## src/rtl/spi_miso_reader.sv

```systemverilog
// SPI-master receive path: requests the shared SPI bus, clocks bytes in on MISO
// (mode 0, MSB first, MOSI held low) and queues them in a first-word-fall-through FIFO.
module spi_miso_reader #(
  parameter int CLK_DIV    = 4,
  parameter int SSEL_SETUP = 8,
  parameter int FIFO_AW    = 3
) (
  input  logic               clk,
  input  logic               rst,
  input  logic               enable,
  output logic               bus_req,
  input  logic               bus_gnt,
  input  logic               SPI_DATARDY,
  input  logic               SPI_BUSY,
  input  logic               SPI_MISO,
  output logic               SPI_SCK,
  output logic               SPI_MOSI,
  output logic               SPI_SSEL,
  output logic [7:0]         rx_data,
  output logic               rx_valid,
  input  logic               rx_ready,
  output logic [FIFO_AW:0]   rx_count
);

  localparam int DEPTH = 2 ** FIFO_AW;
  localparam int DW    = $clog2(CLK_DIV);
  localparam int SW    = (SSEL_SETUP > 1) ? $clog2(SSEL_SETUP) : 1;

  typedef enum logic [2:0] {
    IDLE, REQ, SETUP, WAITB, SHIFT, STORE, GAP
  } state_t;

  state_t            state;
  logic [DW-1:0]     div_cnt;
  logic [SW-1:0]     setup_cnt;
  logic [2:0]        bit_cnt;
  logic [7:0]        shift;
  logic              gnt_lost;
  logic              sck;
  logic              ssel;
  logic              req;

  logic [7:0]         mem [DEPTH];
  logic [FIFO_AW-1:0] wptr;
  logic [FIFO_AW-1:0] rptr;
  logic [FIFO_AW:0]   count;
  logic               full;
  logic               push;
  logic               pop;

  assign full = count[FIFO_AW];
  assign push = (state == STORE);
  assign pop  = rx_ready && (count != '0);

  always_ff @(posedge clk) begin
    if (!rst) begin
      state     <= IDLE;
      ssel      <= 1'b1;
      sck       <= 1'b0;
      req       <= 1'b0;
      div_cnt   <= '0;
      setup_cnt <= '0;
      bit_cnt   <= '0;
      shift     <= '0;
      gnt_lost  <= 1'b0;
    end else begin
      case (state)
        IDLE: begin
          gnt_lost <= 1'b0;
          if (enable && SPI_DATARDY && !full) begin
            req   <= 1'b1;
            state <= REQ;
          end
        end
        REQ: begin
          if (!enable) begin
            req   <= 1'b0;
            state <= IDLE;
          end else if (bus_gnt) begin
            ssel      <= 1'b0;
            setup_cnt <= '0;
            state     <= SETUP;
          end
        end
        SETUP: begin
          if (!bus_gnt) gnt_lost <= 1'b1;
          if (setup_cnt == SW'(SSEL_SETUP - 1)) state <= WAITB;
          else setup_cnt <= setup_cnt + 1'b1;
        end
        WAITB: begin
          if (!bus_gnt || gnt_lost) begin
            ssel  <= 1'b1;
            req   <= 1'b0;
            state <= IDLE;
          end else if (!SPI_BUSY && !full) begin
            // the WAITB exit cycle already counts as the first SCK-low cycle
            bit_cnt <= 3'd7;
            div_cnt <= DW'(1);
            state   <= SHIFT;
          end
        end
        SHIFT: begin
          if (!bus_gnt) gnt_lost <= 1'b1;
          if (div_cnt == DW'(CLK_DIV - 1)) begin
            div_cnt <= '0;
            if (!sck) begin
              sck   <= 1'b1;
              shift <= {shift[6:0], SPI_MISO};
            end else begin
              sck <= 1'b0;
              if (bit_cnt == 3'd0) state <= STORE;
              else bit_cnt <= bit_cnt - 1'b1;
            end
          end else begin
            div_cnt <= div_cnt + 1'b1;
          end
        end
        STORE: begin
          if (!bus_gnt || gnt_lost) begin
            ssel  <= 1'b1;
            req   <= 1'b0;
            state <= IDLE;
          end else begin
            state <= GAP;
          end
        end
        GAP: begin
          if (SPI_DATARDY && enable && bus_gnt) begin
            state <= WAITB;
          end else begin
            ssel  <= 1'b1;
            req   <= 1'b0;
            state <= IDLE;
          end
        end
        default: state <= IDLE;
      endcase
    end
  end

  // Storage array carries no reset; pointers and count define its contents.
  always_ff @(posedge clk) begin
    if (push) mem[wptr] <= shift;
  end

  always_ff @(posedge clk) begin
    if (!rst) begin
      wptr  <= '0;
      rptr  <= '0;
      count <= '0;
    end else begin
      if (push) wptr <= wptr + 1'b1;
      if (pop)  rptr <= rptr + 1'b1;
      case ({push, pop})
        2'b10:   count <= count + 1'b1;
        2'b01:   count <= count - 1'b1;
        default: count <= count;
      endcase
    end
  end

  assign bus_req  = req;
  assign SPI_SCK  = sck;
  assign SPI_SSEL = ssel;
  assign SPI_MOSI = 1'b0;
  assign rx_data  = mem[rptr];
  assign rx_valid = (count != '0);
  assign rx_count = count;

endmodule

```

## config.mk

```make
export PLATFORM = sky130hd
export DESIGN_NAME = spi_miso_reader
export DESIGN_NICKNAME = d
export VERILOG_FILES = /design/src/rtl/spi_miso_reader.sv
export SDC_FILE = /design/constraint.sdc
export NUM_CORES = 1
export LEC_CHECK = 0
export CORE_MARGIN = 5
export CORE_UTILIZATION = 41
export DETAILED_ROUTE_END_ITERATION = 12
export DONT_BUFFER_PORTS = 1
export PLACE_DENSITY_LB_ADDON = 0.2
export SLEW_MARGIN = 25
export SYNTH_ARGS = -nofsm -noshare
export SYNTH_HDL_FRONTEND = slang
export SYNTH_SLANG_ARGS = --single-unit
```

## constraint.sdc

```tcl
create_clock -name clk -period 7.75 [get_ports clk]
set_clock_uncertainty 0.2 [all_clocks]
set_input_delay 1.55 -clock clk [delete_from_list [all_inputs] [get_ports clk]]
set_output_delay 1.55 -clock clk [all_outputs]
set_load 0.03 [all_outputs]
```

# Word-level counts from Yosys, hierarchy flattened
# Memories as Yosys holds them, arrays and structs flattened. A register that Yosys moved wholly into a read port is not among the register bits.
# Index checks and enable logic that the tools add are counted.
[totals]
word_cells = 121
ram_bits = 64
in_bits = 8
mem_count = 1
register_bits = 33
output_inout_bits = 17
[op_classes]
reduce_logical = 29
eq_ne = 27
bitwise = 1
n_mux = 44
n_addsub = 7
[memory_table]
columns = ["name", "depth", "width", "read_ports", "rd_clocked_by_memory_dff", "wr", "line_no", "source"]
rows = [
  ["mem", 8, 8, 1, 1, 1, "43", "logic [7:0] mem [DEPTH];"],
]
[op_table]
columns = ["cell", "count"]
rows = [
  ["two-way mux 3 bit", 20],
  ["!= test 2 bit (second input constant)", 14],
  ["one-hot mux 3 bit (7 select lines)", 1],
  ["equality test 3 bit (second input constant)", 4],
  ["two-way mux 1 bit", 12],
  ["one-hot mux 3 bit (2 select lines)", 2],
  ["AND reduction 5 bit", 2],
  ["adder 3 x 1 -> 3 bit (second input constant)", 3],
  ["two-way mux 2 bit", 4],
  ["one-hot mux 4 bit (2 select lines)", 1],
  ["nonzero test 2 bit", 4],
  ["nonzero test 4 bit", 2],
  ["AND reduction 7 bit", 1],
  ["equality test 3 x 2 -> 1 bit (second input constant)", 2],
  ["logical NOT 3 bit", 2],
  ["!= test 3 bit (second input constant)", 2],
  ["AND reduction 3 bit", 2],
  ["AND reduction 6 bit", 1],
  ["logical AND 1 bit", 5],
  ["adder 4 x 1 -> 4 bit (second input constant)", 1],
  ["equality test 2 bit (second input constant)", 2],
  ["one-hot mux 1 bit (4 select lines)", 1],
  ["one-hot mux 2 bit (2 select lines)", 1],
  ["AND reduction 2 bit", 2],
  ["14 further kinds", 17],
]

# Longest topological paths before layout
# Gate-level depths: netlist of the first run.
[depth]
ltp_word = 5
depth_mapped = 12
ltp_nobuf = 11

# Least setup slack after synthesis of the first run
# No wires, ideal clock.
[synth_path]
kind = "reg2out"
startpoint = "register (tool-made name)"
endpoint = "output port rx_data[0]"
required_ns = 6.000
path_stages_with_launch = 5
setup_slack_ns = 4.378
path_buffers = 2
arrival_ns = 1.622
cell_sequence = "dfxtp_1 > buf_4 > buf_2 > mux4_2 > mux2_2"
[synth_rtl]
columns = ["item", "line_no", "source"]
rows = [
  ["end: declaration", "19", "output logic [7:0] rx_data,"],
]

==> impl_metrics.prom, run 1 <==
# TYPE chip_impl_metric gauge
chip_impl_info{name="crit_path_category",value="flop to output pin"} 1
chip_impl_metric{name="leakagePower",unit="uW"} 0.001529
chip_impl_metric{name="wirelength",unit="um"} 7698
chip_impl_metric{name="largest_net_degree_at_the_start_of_global_routing",unit=""} 29
chip_impl_metric{name="timing.fmax",unit="MHz"} 266.8
chip_impl_metric{name="syn_nets",unit=""} 327
chip_impl_metric{name="synthesis.area",unit="um^2"} 4280
chip_impl_metric{name="numCtsBuffers",unit=""} 9
chip_impl_metric{name="placedCellCount",unit=""} 434
chip_impl_metric{name="drc_errors",unit=""} 0
chip_impl_metric{name="flip_flop_and_latch_count_after_synthesis",unit=""} 100
chip_impl_metric{name="yosysSeqAreaShare",unit=""} 0.6174
chip_impl_metric{name="vias",unit=""} 2346
chip_impl_metric{name="ant_nets",unit=""} 0
chip_impl_metric{name="detailed_place_hpwl",unit="um"} 4994
chip_impl_metric{name="final_cell_count_no_fill",unit=""} 450
chip_impl_metric{name="initial_core_util",unit=""} 0.4184
chip_impl_metric{name="wl_per_cell",unit="um"} 17.11
chip_impl_metric{name="met3RoutedLength",unit="um"} 345
chip_impl_metric{name="arrival_time_of_data_at_the_critical_path_endpoint",unit="ps"} 2000
chip_impl_metric{name="min_period",unit="ps"} 3748
chip_impl_metric{name="utilization",unit=""} 0.4481
chip_impl_metric{name="wl_met2",unit="um"} 3391
chip_impl_metric{name="synth-edff-count",unit=""} 64
chip_impl_metric{name="finalHoldViolCount",unit=""} 0
chip_impl_metric{name="p_comb_frac",unit=""} 0.086
chip_impl_metric{name="grt_overflow_total",unit=""} 0
chip_impl_info{name="maxUsedRoutingLayer",value="met4"} 1
chip_impl_metric{name="synth.yosys.warnings",unit=""} 0
chip_impl_metric{name="max_cap_violations",unit=""} 0
chip_impl_info{name="cp-start-kind",value="flop"} 1
chip_impl_metric{name="finalNetCount",unit=""} 327
chip_impl_info{name="run_status",value="finished clean"} 1
chip_impl_metric{name="wl_met1",unit="um"} 3833
chip_impl_metric{name="fin_crit_sh",unit=""} 0.4836
chip_impl_metric{name="fp.coreArea",unit="um^2"} 10230
chip_impl_info{name="synth.top_cells.by_area",value="sky130_fd_sc_hd__edfxtp_1 (45%), sky130_fd_sc_hd__dfxtp_1 (17%), sky130_fd_sc_hd__mux4_2 (8.4%), sky130_fd_sc_hd__ha_1 (2.9%), sky130_fd_sc_hd__mux2i_1 (2.8%)"} 1
chip_impl_metric{name="setup_viol",unit=""} 0
chip_impl_metric{name="cts_setup_buffers",unit=""} 0
chip_impl_metric{name="power.density_cell_area",unit="nW/um^2"} 220.0
chip_impl_info{name="synth_ff_type",value="sky130_fd_sc_hd__edfxtp_1"} 1
chip_impl_metric{name="synthesis.area_per_instance",unit="um^2"} 13.85
chip_impl_metric{name="switching_share",unit=""} 0.2702
chip_impl_metric{name="ctsResizeCount",unit=""} 0
chip_impl_metric{name="synth_async_reset_ratio",unit=""} 0
chip_impl_metric{name="cts_sinks",unit=""} 100
chip_impl_metric{name="power.ir.vdd_worst",unit="mV"} 0.1180
chip_impl_metric{name="drt_first_iter_violations",unit=""} 89
chip_impl_metric{name="syn_to_final_growth",unit="%"} 7.103
chip_impl_metric{name="cts_hold_buf",unit=""} 0
chip_impl_metric{name="pwr-share-seq",unit=""} 0.602
chip_impl_metric{name="die-height",unit="um"} 112.2
chip_impl_metric{name="grt_pass1_vias",unit=""} 2356
chip_impl_info{name="critical_path.endpoint_type",value="output pin"} 1
chip_impl_metric{name="drv_slew",unit=""} 0
chip_impl_metric{name="ios",unit=""} 25
chip_impl_info{name="rsz0062_at_grt",value="false"} 1
chip_impl_metric{name="switchingPower",unit="uW"} 272.6
chip_impl_metric{name="first_pass_iters",unit=""} 4
chip_impl_info{name="synth_area_leader_cell",value="sky130_fd_sc_hd__edfxtp_1"} 1
chip_impl_metric{name="reg2reg_slack",unit="ps"} 4700
chip_impl_metric{name="post-synth-top-area-fraction",unit=""} 0.4490
chip_impl_metric{name="io_buffers",unit=""} 0
chip_impl_metric{name="globalplace.congestion",unit=""} 0.7582
chip_impl_metric{name="buffers_from_clock_root_to_sink_at_most",unit=""} 2
chip_impl_info{name="worstHoldPathType",value="flop to flop"} 1
chip_impl_metric{name="worst-slew-pin-transition",unit="ps"} 898.5
chip_impl_metric{name="cellInternalPower",unit="uW"} 736.1
chip_impl_metric{name="antenna_cells_inserted",unit=""} 0
chip_impl_info{name="cts.root.buffer_cell",value="sky130_fd_sc_hd__clkbuf_8"} 1
chip_impl_metric{name="ratio_of_cells_with_drive_above_1_in_the_final_layout",unit=""} 0.1783
chip_impl_metric{name="globalRouteTotalUtil",unit=""} 0.1288
chip_impl_metric{name="cp.required",unit="ps"} 6000
chip_impl_metric{name="grt_pass1_wl",unit="um"} 12630
chip_impl_metric{name="critical_path_peak_fanout",unit=""} 16
chip_impl_metric{name="h-tree-depth",unit=""} 3
chip_impl_metric{name="finalSetupTns",unit="ps"} 0
chip_impl_metric{name="fillers",unit=""} 908
chip_impl_metric{name="clkTransAtPathRegs",unit="ps"} 90
chip_impl_info{name="clock_tree_from_tritoncts",value="yes"} 1
chip_impl_metric{name="rows",unit=""} 37
chip_impl_metric{name="die_area",unit="um^2"} 12580
chip_impl_metric{name="die_width",unit="um"} 112.2
chip_impl_metric{name="vias_per_cell",unit=""} 5.213
chip_impl_metric{name="worstSkewPairLatency",unit="ps"} 360
chip_impl_metric{name="timing.max_slew.rel_slack",unit=""} 0.3988
chip_impl_metric{name="syn_inst",unit=""} 309
chip_impl_metric{name="yosys_cell_types",unit=""} 54
chip_impl_metric{name="grt_antenna_before_repair",unit=""} 0
chip_impl_metric{name="clock_power_share",unit=""} 0.312
-- final timing paths --
check / from / to / cells past startpoint
setup / recovery: flop / rx_data[6] / 2
hold / removal: bit_cnt[2] / bit_cnt[2] / 2
setup reg to reg: rx_count[2] / rx_count[2] / 11
hold reg to reg: bit_cnt[2] / bit_cnt[2] / 2
-- stage by stage --
| stage | setup WS [ps] | total power [uW] | area (um^2) | hold slack, ps |
|---|---|---|---|---|
| 3_5_place_dp | 3967 | 707.1 | 4402 | 255.0 |
| 2_1_floorplan | 4378 | 699.6 | 4280 | 237.8 |
| 5_1_grt | 3853 | 1055 | 4584 | 305.9 |
| 4_1_cts | 3557 | 1020 | 4583 | 269.7 |
| 3_3_place_gp | 3991 | 708.7 | 4402 | 246.9 |
| 6_report | 4002 | 1009 | 4584 | 268.4 |
-- sequential cells by signal, indices dropped and copies added, names as in the netlist, named ones only --
name       count
mem           64
shift          8
rx_count       4
bit_cnt        3
rptr           3
setup_cnt      3
state          3
wptr           3
div_cnt        2
SPI_SCK        1
SPI_SSEL       1
bus_req        1
gnt_lost       1
-- layout make-up --
class / count / area, um^2 / area share
Sequential cell: 100 / 2644 / 0.5767
Multi-Input combinational cell: 190 / 1548 / 0.3376
Tap cell: 136 / 170.2 / 0.03712
Clock buffer: 9 / 123.9 / 0.02702
Clock inverter: 7 / 57.56 / 0.01255
Timing Repair Buffer: 3 / 22.52 / 0.004913
Inverter: 5 / 18.77 / 0.004094
-- layout by cell type (no fill, tap or decap), types with 2 or more instances in the layout --
| cell type | netlist | layout |
|---|---|---|
| sky130_fd_sc_hd__nand2_2 | 2 | 2 |
| sky130_fd_sc_hd__nor3_2 | 0 | 2 |
| sky130_fd_sc_hd__nand3_1 | 11 | 11 |
| sky130_fd_sc_hd__inv_6 | 0 | 3 |
| sky130_fd_sc_hd__nand2_1 | 19 | 19 |
| sky130_fd_sc_hd__buf_4 | 3 | 3 |
| sky130_fd_sc_hd__mux4_2 | 16 | 16 |
| sky130_fd_sc_hd__nand2b_1 | 9 | 9 |
| sky130_fd_sc_hd__edfxtp_1 | 64 | 64 |
| sky130_fd_sc_hd__clkbuf_8 | 0 | 9 |
| sky130_fd_sc_hd__nor3_1 | 8 | 6 |
| sky130_fd_sc_hd__dfxtp_1 | 36 | 35 |
| sky130_fd_sc_hd__a21oi_1 | 13 | 13 |
| sky130_fd_sc_hd__inv_1 | 4 | 4 |
| sky130_fd_sc_hd__nor2b_1 | 2 | 2 |
| sky130_fd_sc_hd__nor4_1 | 2 | 2 |
| sky130_fd_sc_hd__o21ai_0 | 8 | 8 |
| sky130_fd_sc_hd__mux2_2 | 8 | 8 |
| sky130_fd_sc_hd__mux2i_1 | 12 | 12 |
| sky130_fd_sc_hd__xor2_1 | 9 | 9 |
| sky130_fd_sc_hd__nor2_1 | 28 | 28 |
| sky130_fd_sc_hd__and3_1 | 3 | 3 |
| sky130_fd_sc_hd__o22a_1 | 2 | 2 |
| sky130_fd_sc_hd__ha_1 | 10 | 10 |
-- power by group through the flow --
stage / clock [uW] / sequential, uW / combinational [uW]
after floorplan: 0 / 597 / 102
after CTS: 324 / 607 / 88.4
after detailed placement: 0 / 619 / 87.9
after global placement: 0 / 620 / 88.8
final: 314 / 607 / 87.2
after global routing: 344 / 612 / 99.2
-- worst max-delay path, cell delays in order, from the launching register on --
cell	delay, ps
sky130_fd_sc_hd__dfxtp_2	700
sky130_fd_sc_hd__mux4_2	570
sky130_fd_sc_hd__mux2_2	370
-- layer usage --
layer,vias up,track usage
li1,1155,-
met1,1141,0.1797
met2,42,0.1927
met5,-,0
met4,0,0.05769
met3,8,0.02911
-- cells by family after synthesis --
group,synth area share
buffers and inverters,0.02338
other,0.0008761
adders and majority gates,0.02923
xor gates and xnor gates,0.02046
AOI/OAI and AO/OA,0.05467
DFF,0.6174
muxes,0.1333
and+or+nand+nor,0.1207
-- Yosys cell counts, types with 3 or more instances --
library cell               count
sky130_fd_sc_hd__dfxtp_1      36
sky130_fd_sc_hd__o21ai_0       8
sky130_fd_sc_hd__nand2b_1      9
sky130_fd_sc_hd__mux4_2       16
sky130_fd_sc_hd__clkbuf_1      3
sky130_fd_sc_hd__nor3_1        8
sky130_fd_sc_hd__nand2_1      19
sky130_fd_sc_hd__a21oi_1      13
sky130_fd_sc_hd__ha_1         10
sky130_fd_sc_hd__buf_1         4
sky130_fd_sc_hd__mux2_2        8
sky130_fd_sc_hd__edfxtp_1     64
sky130_fd_sc_hd__nand3_1      11
sky130_fd_sc_hd__and3_1        3
sky130_fd_sc_hd__mux2i_1      12
sky130_fd_sc_hd__nor2_1       28
sky130_fd_sc_hd__inv_1         4
sky130_fd_sc_hd__xor2_1        9
sky130_fd_sc_hd__buf_4         3
(Power assumes the default switching activity.)
==> run 2: changes to the inputs <==
clock period = 3.7 ns   (was 7.75 ns; I/O delays follow)
==> run 2 against run 1 <==
First-iteration DRC count is 51% higher; clock power is 130% higher; highest routed layer unchanged; largest power group unchanged; via count is 2.2% higher; count of clock-buffer cells in the layout stayed put; hold slack worse by 23 ps; global-route usage is 0.26 points higher; register-to-register slack worse by 4000 ps; critical path depth is 9 higher; routed wire length is 2.1% higher.
==> impl_metrics.prom, run 2 (synthesis results as in run 1) <==
# TYPE chip_impl_metric gauge
chip_impl_info{name="run_status",value="finished clean"} 1
chip_impl_metric{name="antenna_cells_inserted",unit=""} 0
chip_impl_info{name="worstHoldStart",value="rst"} 1
chip_impl_metric{name="path_buf_inv",unit=""} 1
chip_impl_metric{name="finalHoldViolCount",unit=""} 0
chip_impl_metric{name="max_cap_violations",unit=""} 0
chip_impl_metric{name="grt_pass1_wl",unit="um"} 12870
chip_impl_info{name="cts.root.buffer_cell",value="sky130_fd_sc_hd__clkbuf_8"} 1
chip_impl_info{name="clock_tree_from_tritoncts",value="yes"} 1
chip_impl_metric{name="power_total",unit="uW"} 2183
chip_impl_info{name="crit_path_category",value="flop to flop"} 1
chip_impl_metric{name="rows",unit=""} 37
chip_impl_metric{name="largest_reg_flops",unit=""} 64
chip_impl_metric{name="initial_core_util",unit=""} 0.4184
chip_impl_metric{name="critical_path_peak_fanout",unit=""} 6
chip_impl_info{name="worst_path_max_delay_cell",value="sky130_fd_sc_hd__dfxtp_1"} 1
chip_impl_metric{name="fin_crit_sh",unit=""} 0.8222
chip_impl_metric{name="buffers_from_clock_root_to_sink_at_most",unit=""} 2
chip_impl_metric{name="finalSetupTns",unit="ps"} 0
chip_impl_metric{name="critical_path.max_stage_delay",unit="ps"} 470
chip_impl_info{name="path_cells",value="nor3_1 -> nand2b_1 -> nand2_1 -> inv_1 -> ha_1 -> xor2_1 -> ha_1 -> a21oi_1 -> xor2_1 -> or3_1 -> a21oi_1"} 1
chip_impl_metric{name="cts_sinks",unit=""} 100
chip_impl_metric{name="io_buffers",unit=""} 0
chip_impl_metric{name="globalRouteTotalUtil",unit=""} 0.1314
chip_impl_metric{name="timing.fmax",unit="MHz"} 328.7
chip_impl_metric{name="post_dp_cell_area",unit="um^2"} 4429
chip_impl_metric{name="die_area",unit="um^2"} 12580
chip_impl_metric{name="dp_slack",unit="ps"} 682.0
chip_impl_info{name="cp-start-kind",value="flop"} 1
chip_impl_metric{name="ant_nets",unit=""} 0
chip_impl_metric{name="worstSkewPairLatency",unit="ps"} 360
chip_impl_metric{name="grt_pass1_vias",unit=""} 2425
chip_impl_info{name="rsz0062_at_grt",value="false"} 1
chip_impl_info{name="holdPathEnd",value="SPI_SSEL"} 1
chip_impl_metric{name="ff2ff_path_depth",unit=""} 11
chip_impl_metric{name="hold_path_depth",unit=""} 1
chip_impl_metric{name="setup_slack",unit="ps"} 657.7
chip_impl_metric{name="vias",unit=""} 2397
chip_impl_metric{name="fillers",unit=""} 940
chip_impl_metric{name="first_pass_iters",unit=""} 4
chip_impl_metric{name="wl_per_cell",unit="um"} 17.27
chip_impl_metric{name="grt_antenna_before_repair",unit=""} 0
chip_impl_metric{name="ios",unit=""} 25
chip_impl_metric{name="min_period",unit="ps"} 3042
chip_impl_metric{name="reg2reg_slack",unit="ps"} 660
chip_impl_info{name="final_common_cell",value="sky130_fd_sc_hd__edfxtp_1"} 1
chip_impl_metric{name="globalplace.congestion",unit=""} 0.7295
chip_impl_info{name="timing.critical_path.max_delay_family",value="simple AND/OR/NAND/NOR gates"} 1
chip_impl_metric{name="power.ir.vdd_worst",unit="mV"} 0.1695
chip_impl_metric{name="ctsResizeCount",unit=""} 0
chip_impl_metric{name="clkTransAtPathRegs",unit="ps"} 100
chip_impl_info{name="worstHoldPathType",value="input pin to flop"} 1
chip_impl_info{name="worst_r2r_endpoint",value="rx_count[2]"} 1
chip_impl_metric{name="finalInstanceArea",unit="um^2"} 4634
chip_impl_metric{name="h-tree-depth",unit=""} 3
chip_impl_metric{name="drt_first_iter_violations",unit=""} 134
chip_impl_info{name="layout.cells.most_common_list",value="sky130_fd_sc_hd__edfxtp_1 (64), sky130_fd_sc_hd__dfxtp_1 (36), sky130_fd_sc_hd__nor2_1 (28)"} 1
chip_impl_metric{name="leakagePower",unit="uW"} 0.001564
chip_impl_metric{name="worst-slew-pin-transition",unit="ps"} 976.9
chip_impl_metric{name="drv_slew",unit=""} 0
chip_impl_metric{name="drc_errors",unit=""} 0
chip_impl_metric{name="arrival_time_of_data_at_the_critical_path_endpoint",unit="ps"} 3130
chip_impl_metric{name="detailed_place_hpwl",unit="um"} 5051
chip_impl_info{name="largest_register",value="mem"} 1
chip_impl_metric{name="cts_setup_buffers",unit=""} 0
chip_impl_metric{name="vias_per_cell",unit=""} 5.268
chip_impl_metric{name="setup_viol",unit=""} 0
chip_impl_metric{name="die-height",unit="um"} 112.2
chip_impl_metric{name="regArea",unit="um^2"} 2643
chip_impl_metric{name="power.density_cell_area",unit="nW/um^2"} 471.0
chip_impl_metric{name="numCtsBuffers",unit=""} 9
chip_impl_info{name="rr_startpoint",value="rx_count[0]"} 1
chip_impl_metric{name="timing.max_slew.rel_slack",unit=""} 0.3463
chip_impl_metric{name="wirelength",unit="um"} 7858
chip_impl_metric{name="syn_to_final_growth",unit="%"} 8.272
chip_impl_metric{name="fp.coreArea",unit="um^2"} 10230
chip_impl_metric{name="die_width",unit="um"} 112.2
chip_impl_metric{name="grt_overflow_total",unit=""} 0
chip_impl_metric{name="finalNetCount",unit=""} 332
chip_impl_metric{name="largest_net_degree_at_the_start_of_global_routing",unit=""} 29
chip_impl_info{name="critical_path.endpoint_type",value="flop"} 1
chip_impl_metric{name="cp.required",unit="ps"} 3790
chip_impl_metric{name="cts_hold_buf",unit=""} 0
chip_impl_metric{name="multiInputGateArea",unit="um^2"} 1538
chip_impl_metric{name="ratio_of_cells_with_drive_above_1_in_the_final_layout",unit=""} 0.1850
## run 2: cell types whose count changed in the layout (fill, tap and decap cells not counted), moves of 2 or more
cell                     delta
sky130_fd_sc_hd__buf_4      +5
sky130_fd_sc_hd__nor3_1     +2
sky130_fd_sc_hd__nor3_2     -2
sky130_fd_sc_hd__inv_6      -2
## run 2: routing by layer
layer,part of all wire,GRT usage,vias up
met5,0,0,-
met4,0.017,0.04808,0
met3,0.040,0.03342,13
met2,0.48,0.2126,35
met1,0.47,0.1715,1180
li1,-,-,1169
## run 2: how the worst max path moves through the flow
stage	from	to	cells after the start
final	rx_count[0]	rx_count[2]	11
after global routing	rx_count[0]	rx_count[2]	11
after CTS	rx_count[0]	rx_count[2]	11
after detailed placement	rx_count[0]	rx_count[2]	11
after global placement	rx_count[0]	rx_count[2]	11
after floorplan	rx_count[2]	rx_count[2]	12
## run 2: layout make-up
type | instances | area share
clock buffers | 9 | 0.02673
multi-input cells | 190 | 0.3318
repair buffers | 8 | 0.01296
flip-flops and latches | 100 | 0.5702
well taps | 136 | 0.03672
inverters | 5 | 0.004050
clock inverters | 7 | 0.01755
## run 2: power by group
| group | switching (uW) | leakage (uW) | internal, uW | total, uW |
|---|---|---|---|---|
| Sequential | 44.0 | 0.000893 | 1200 | 1240 |
| Clock | 393 | 0.0000997 | 323 | 716 |
| Combinational | 131 | 0.000572 | 96.8 | 228 |
## run 2: worst register-to-register path, cell delays in order, from the launching register on
cell                       delay, ps
sky130_fd_sc_hd__dfxtp_1         470
sky130_fd_sc_hd__nor3_1          300
sky130_fd_sc_hd__nand2b_1        310
sky130_fd_sc_hd__nand2_1         230
sky130_fd_sc_hd__inv_1            80
sky130_fd_sc_hd__ha_1            290
sky130_fd_sc_hd__xor2_1          190
sky130_fd_sc_hd__ha_1            200
sky130_fd_sc_hd__a21oi_1         150
sky130_fd_sc_hd__xor2_1          100
sky130_fd_sc_hd__or3_1           320
sky130_fd_sc_hd__a21oi_1         140
## run 2: stage by stage
step / hold WS, ps / cells / utilization
after floorplan: 237.8 / 309 / -
after global placement: 250.2 / 439 / 0.4329
after detailed placement: 254.4 / 439 / 0.4329
after CTS: 222.6 / 455 / 0.4530
after global routing: 238.3 / 455 / 0.4530
final: 245.6 / 455 / 0.4530
